`src/rtl/hex_entry_display.sv`:
```
// Calculator-style hex entry register with active-low 7-segment drive.
// Optional blink of a full register: define HEX_ENTRY_DISPLAY_BLINK_EN.
module hex_entry_display #(
  parameter int NDIGITS   = 4,
  parameter int OVF_DROP  = 1,
  parameter int BLINK_DIV = 25000000
) (
  input  logic                   clk,
  input  logic                   rst,
  input  logic                   en,
  input  logic [3:0]             digit_in,
  input  logic                   push,
  input  logic                   bksp,
  input  logic                   clr,
  input  logic                   load,
  input  logic [4*NDIGITS-1:0]   load_val,
  output logic [4*NDIGITS-1:0]   value,
  output logic [3:0]             count,
  output logic                   full,
  output logic                   ovf,
  output logic [7*NDIGITS-1:0]   HEX
);

  localparam int W = 4 * NDIGITS;

  logic [W-1:0] value_q, value_d;
  logic [3:0]   count_q, count_d;
  logic         ovf_q, ovf_d;
  logic         full_w;
  logic         blink_off;

  assign full_w = (count_q == 4'(NDIGITS));

  // Next-state for the entry register; one command wins per cycle.
  always_comb begin
    value_d = value_q;
    count_d = count_q;
    ovf_d   = 1'b0;
    if (clr) begin
      value_d = '0;
      count_d = 4'd0;
    end else if (load) begin
      value_d = load_val;
      count_d = 4'(NDIGITS);
    end else if (push) begin
      if (!full_w) begin
        value_d = (value_q << 4) | W'(digit_in);
        count_d = count_q + 4'd1;
      end else begin
        ovf_d = 1'b1;
        if (OVF_DROP != 0) begin
          value_d = (value_q << 4) | W'(digit_in);
        end
      end
    end else if (bksp) begin
      if (count_q != 4'd0) begin
        value_d = value_q >> 4;
        count_d = count_q - 4'd1;
      end
    end
  end

  // Register state with synchronous reset.
  always_ff @(posedge clk) begin
    if (rst) begin
      value_q <= '0;
      count_q <= 4'd0;
      ovf_q   <= 1'b0;
    end else begin
      value_q <= value_d;
      count_q <= count_d;
      ovf_q   <= ovf_d;
    end
  end

`ifdef HEX_ENTRY_DISPLAY_BLINK_EN
  localparam int BW = (BLINK_DIV > 1) ? $clog2(BLINK_DIV) : 1;

  logic [BW-1:0] bcnt_q;
  logic          phase_q;
  logic          cmd;

  assign cmd = clr | load | push | bksp;

  // Blink timebase; any command restarts it in the on phase.
  always_ff @(posedge clk) begin
    if (rst || cmd) begin
      bcnt_q  <= '0;
      phase_q <= 1'b1;
    end else if (bcnt_q == BW'(BLINK_DIV - 1)) begin
      bcnt_q  <= '0;
      phase_q <= ~phase_q;
    end else begin
      bcnt_q  <= bcnt_q + 1'b1;
    end
  end

  assign blink_off = full_w & ~phase_q;
`else
  // No blink hardware: the display is always steady.
  assign blink_off = (BLINK_DIV < 0);
`endif

  function automatic logic [6:0] seg7(input logic [3:0] d);
    logic [6:0] s;
    case (d)
      4'h0: s = 7'h40;
      4'h1: s = 7'h79;
      4'h2: s = 7'h24;
      4'h3: s = 7'h30;
      4'h4: s = 7'h19;
      4'h5: s = 7'h12;
      4'h6: s = 7'h02;
      4'h7: s = 7'h78;
      4'h8: s = 7'h00;
      4'h9: s = 7'h10;
      4'hA: s = 7'h08;
      4'hB: s = 7'h03;
      4'hC: s = 7'h46;
      4'hD: s = 7'h21;
      4'hE: s = 7'h06;
      default: s = 7'h0E;
    endcase
    return s;
  endfunction

  // Segment drive: only entered digits lit; empty register shows "0".
  always_comb begin
    logic lit;
    HEX = '1;
    lit = 1'b0;
    for (int i = 0; i < NDIGITS; i++) begin
      lit = en && !blink_off &&
            ((4'(i) < count_q) || (i == 0 && count_q == 4'd0));
      HEX[7*i +: 7] = lit ? seg7(value_q[4*i +: 4]) : 7'h7F;
    end
  end

  assign value = value_q;
  assign count = count_q;
  assign full  = full_w;
  assign ovf   = ovf_q;

endmodule

```
`config.mk`:
```
export PLATFORM = sky130hd
export DESIGN_NAME = hex_entry_display
export DESIGN_NICKNAME = d
export VERILOG_FILES = /design/src/rtl/hex_entry_display.sv
export SDC_FILE = /design/constraint.sdc
export NUM_CORES = 1
export LEC_CHECK = 0
export BUFFER_PORTS_ARGS = -buffer_cell sky130_fd_sc_hd__buf_2
export CAP_MARGIN = 0
export CORE_MARGIN = 2
export CORE_UTILIZATION = 30
export DETAILED_ROUTE_END_ITERATION = 10
export GPL_ROUTABILITY_DRIVEN = 1
export PLACE_DENSITY = 0.5
export REMOVE_ABC_BUFFERS = 1
export SYNTH_ARGS = -nofsm -noshare
export SYNTH_HDL_FRONTEND = slang
export SYNTH_SLANG_ARGS = --single-unit
```
`constraint.sdc`:
```
create_clock -name clk -period 3.83 [get_ports clk]
set_input_delay 0.1915 -clock clk [delete_from_list [all_inputs] [get_ports clk]]
set_output_delay 0.1915 -clock clk [all_outputs]
set_load 0.005 [all_outputs]
```
Word-level counts from Yosys, hierarchy flattened
Memory sizes are Yosys's and may differ from the RTL's. A register that Yosys moved wholly into a read port is not among the register bits.
Index checks and enable logic that the tools add are counted.
- memory bits (read-only): 448
- input bits: 27
- output and inout bits: 50
- flip-flop bits (word level): 21
- word-level logic and storage cells: 58
- memories kept: 4
- add/subtract/negate cells: 2
- bitwise logic cells: 2
- reduce and logical (&&, ||, !) cells: 17
- $lt $le $gt $ge: 4
- mux-type cells: 22
- equal/unequal tests: 3
- memories (name ; depth ; bits a word ; read ports ; clocked after Yosys merged registers in ; wr ports ; RTL line ; RTL):
    (name not given) ; 16 ; 7 ; 1 ; 1 ; 0 ; 106 ; case (d)
    (name not given) ; 16 ; 7 ; 1 ; 1 ; 0 ; 106 ;
    (name not given) ; 16 ; 7 ; 1 ; 1 ; 0 ; 106 ;
    (name not given) ; 16 ; 7 ; 1 ; 1 ; 0 ; 106 ;
- operator list (kind ; count):
    two-way mux 16 bit ; 4
    two-way mux 4 bit ; 12
    two-way mux 7 bit ; 4
    OR 16 x 4 -> 16 bit ; 1
    less-than comparator 1 x 4 -> 1 bit (first input constant) ; 2
    less-than comparator 2 x 4 -> 1 bit (first input constant) ; 2
    AND reduction 3 bit ; 2
    nonzero test 3 bit ; 2
    adder 4 x 1 -> 4 bit (second input constant) ; 1
    equality test 4 x 3 -> 1 bit (second input constant) ; 1
    logical AND 1 bit ; 4
    zero test 4 bit ; 1
    nonzero test 2 bit ; 2
    nonzero test 4 bit ; 1
    OR reduction 4 bit ; 1
    subtractor 4 x 1 -> 4 bit (second input constant) ; 1
    two-way mux 3 bit ; 1
    inequality test 3 bit (second input constant) ; 1
    OR reduction 3 bit ; 1
    inequality test 2 bit (second input constant) ; 1
    AND reduction 2 bit ; 1
    OR reduction 2 bit ; 1
    logical OR 1 bit ; 1
    two-way mux 1 bit ; 1
    NOT 1 bit ; 1

Longest topological paths before layout
- depth in word-level cells: 7
- mapped depth: 12
- depth with buffers taken out: 10

Least setup slack after synthesis
Ideal clock, no wire load.
- kind: flip-flop to flip-flop
- start point: reg count_q[0], in the netlist count[0]
- end point: reg (tool-made name)
- setup slack: 991 ps
- cell stages (with the launch flop): 12
- arrival: 2722 ps
- data required time: 3713 ps
- library setup time: 117 ps
- clock period less this slack: 2839 ps
- buffers on the path: 2
- path through: dfxtp_1 inv_1 ha_1 or3b_1 a211oi_2 buf_6 buf_4 mux2i_1 inv_1 ha_1 mux2i_1 a32o_1
- RTL lines (element ; RTL line ; RTL):
    start, declared ; 27 ; logic [3:0] count_q, count_d;
    start signal, assigned ; 71 ; count_q <= count_d;

==> run_results.csv <==
group,metric,value,unit
power,cellPowerDensity,302.5,nW/µm²
logic_synthesis,yosys.area.top_type,"dfxtp_1",
clocking,cts_sinks,49,
worst_setup_path,crit_fanout,20,
worst_setup_path,cp.required,4.02,ns
die,start_util,30.41,%
logic_synthesis,synthArstFlopShare,0,%
logic_synthesis,synth_area,3097,µm²
power,ir_worst_vdd,0.1351,mV
drt,drt_iter0_markers,76,
cells_and_area,fillers,1083,
power,p_switching,312.3,µW
die,die_y,105.6,µm
global_routing,grt_pass1_vias,2424,
clocking,postCtsSetupRepairBufs,0,
placement,gp_congestion,0.8259,
sta,finClkSkew,0.007366,ns
drt,ant_nets,0,
power,p_seq_share,49.5,%
sta,relSlewSlack,42.43,%
sta,min_period,3.199,ns
die,pin_count,77,
clocking,insertion_delay,0.30,ns
global_routing,antenna_found_initial,0,
global_routing,grt_max_degree,39,
die,die_area,11150,µm²
power,comb_power_share,19.7,%
clocking,cts_hold_buf,0,
logic_synthesis,synthCells,334,
logic_synthesis,ys_ff_latch,49,
sta,timing.final.max_slew_violations,0,
clocking,clk_path_buf_depth,2,
die,placementRows,37,
worst_setup_path,endpoint_kind,"flip-flop",
clocking,h-tree-depth,2,
clocking,cts_tree,"done",
logic_synthesis,yosys-top-cells-area,"dfxtp_1, mux2i_1, ha_1",
worst_setup_path,path_class,"flip-flop to flip-flop",
cells_and_area,synthToLayoutAreaGrowth,19.31,%
power,internal_power,805.4,µW
sta,finalSetupViolCount,0,
job,max-cap-violations,0,
sta,hold_viol,0,
hold_path,min_path_cells,3,
sta,whs,0.1938,ns
logic_synthesis,synth-main-ff-cell,"dfxtp_1",
sta,post-route-period-util,83.53,%
clocking,cts_buffers,5,
cells_and_area,drive_gt1_share,30.37,%
drt,drt_wl_total,7550,µm
cells_and_area,fin_nets,458,
sta,fmax,312.6,MHz
worst_setup_path,start_kind,"flip-flop",
logic_synthesis,synth_top_area_share,31.68,%
logic_synthesis,synth_area_per_cell,9.272,µm²
placement,hpwlAfterDp,5577,µm
worst_setup_path,reg2reg_depth,10,
hold_path,holdCritPathClass,"input port to flip-flop",
logic_synthesis,ys_seq_area_share,31.68,%
worst_setup_path,crit_arrival,3.39,ns
power,power.total,1118,µW
drt,viasPerCell,4.647,
sta,worst_pin_slew,0.8563,ns
global_routing,grt_overflow,0,
clocking,post_cts_resized,0,
sta,rsz0062_at_grt,"no",
global_routing,grt_pass1_wl,12330,µm
power,p_leak,0.001604,µW
die,core,10180,µm²
logic_synthesis,synth.distinct_cells,51,
drt,vias,2514,
power,p_sw_share,27.94,%
logic_synthesis,ys_warn_count,0,
drt,drtPass1Iterations,4,
logic_synthesis,synth_enable_flop_cells,0,
drt,wire_per_inst,13.96,µm
cells_and_area,diodes,0,
status,status,"finished, final reports clean",
power,power_frac_clock,30.8,%
drt,drc,0,
global_routing,grt_util_all_layers,13.81,%
die,die-width,105.6,µm
placement,port_buffers,76,
sta,fin_tns_setup,0,ns
clocking,clkTransAtPathRegs,0.09,ns
clocking,cts_root_buffer,"clkbuf_8",
[metal layers]
| layer | global-route usage (%) | wire (µm) | vias to the layer above |
|---|---|---|---|
| met4 | 4.041 | 101 | 0 |
| met1 | 19.13 | 3733 | 1155 |
| met3 | 2.350 | 293 | 9 |
| met5 | 0 | 0 | - |
| met2 | 22.03 | 3422 | 60 |
| li1 | - | - | 1290 |
[Yosys cell counts (4+ instances only)]
library cell / n
or2_2: 23
ha_1: 27
nand2_1: 22
inv_1: 21
o2bb2ai_1: 4
mux2i_1: 42
xnor2_1: 7
nand2b_1: 18
nor3_1: 4
nor2_1: 13
mux2_1: 9
o211ai_1: 10
dfxtp_1: 49
buf_2: 4
clkbuf_1: 8
a21oi_1: 5
o22ai_1: 11
[cell families after synthesis]
kind of cell | count (synthesis) | synth area share, %
buf+inv | 42 | 6.101
flops | 49 | 31.68
simple gates | 99 | 17.41
mux | 56 | 18.83
compound gates | 52 | 12.53
xor+xnor | 9 | 2.546
fa+ha+maj | 27 | 10.91
[path summary, 6_finish.rpt]
kind | start | to | slack, ns
setup / recovery | count[0] | flip-flop | 0.63
hold / removal | load_val[13] | value[13] | 0.19
setup reg to reg | count[0] | flip-flop | 0.63
hold reg to reg | value[4] | value[4] | 0.54
[cells in the final DEF (no fill, tap or decap), types with 2 or more instances in the layout]
master and instances:
clkbuf_8 7, a32o_1 3, a21oi_1 5, o31ai_1 2, nand2_1 22, or2_2 23
xnor2_1 7, and3b_1 2, a221o_1 3, o21ai_1 2, o2bb2ai_1 4, mux2i_1 42
a31o_2 2, o21ai_0 3, or2_1 2, nor2b_1 2, nand3b_1 3, nor2_1 13
buf_4 5, mux2_2 3, dfxtp_1 49, xor2_1 2, buf_2 76, nor3_1 4
and3_1 2, inv_2 2, o211ai_1 10, mux2_1 9, inv_1 21, ha_1 27
mux2i_2 2, nand2b_1 18, o22ai_1 11
[power by group through the flow]
stage	logic [µW]	clock network (µW)	registers (µW)
final	220	344	554
after global routing	245	382	558
after CTS	223	362	554
after detailed placement	222	0	566
after global placement	220	0	566
after floorplan	137	0	561
[stage by stage]
step | instance area, µm² | instances | setup slack [ns] | util (%)
detailed placement | 3593 | 533 | 0.6369 | 35.28
global placement | 3593 | 533 | 0.6715 | 35.28
CTS | 3695 | 541 | 0.6004 | 36.28
floorplan | 2998 | 316 | 0.1369 | -
global route | 3695 | 541 | 0.3353 | 36.28
finish | 3695 | 541 | 0.6309 | 36.28
[cell type report]
cell class              count  area [µm²]  area share (%)
inverters                  24       90.09           2.438
multi-input cells         243        1934           52.35
clock buffers               7       96.34           2.608
flip-flops and latches     49       980.9           26.55
well taps                 136       170.2           4.605
repair buffers             81       417.9           11.31
clock inverters             1       5.005          0.1355
[critical path, cell delays in order (launching register included)]
cell and delay, ns:
dfxtp_1 0.37, inv_1 0.11, ha_1 0.21, or3b_1 0.41, a211oi_4 0.24, buf_4 0.34, mux2i_1 0.54, inv_1 0.20
ha_1 0.34, mux2i_1 0.07, a32o_1 0.25
Note: power is estimated with default switching activity, not from simulation.
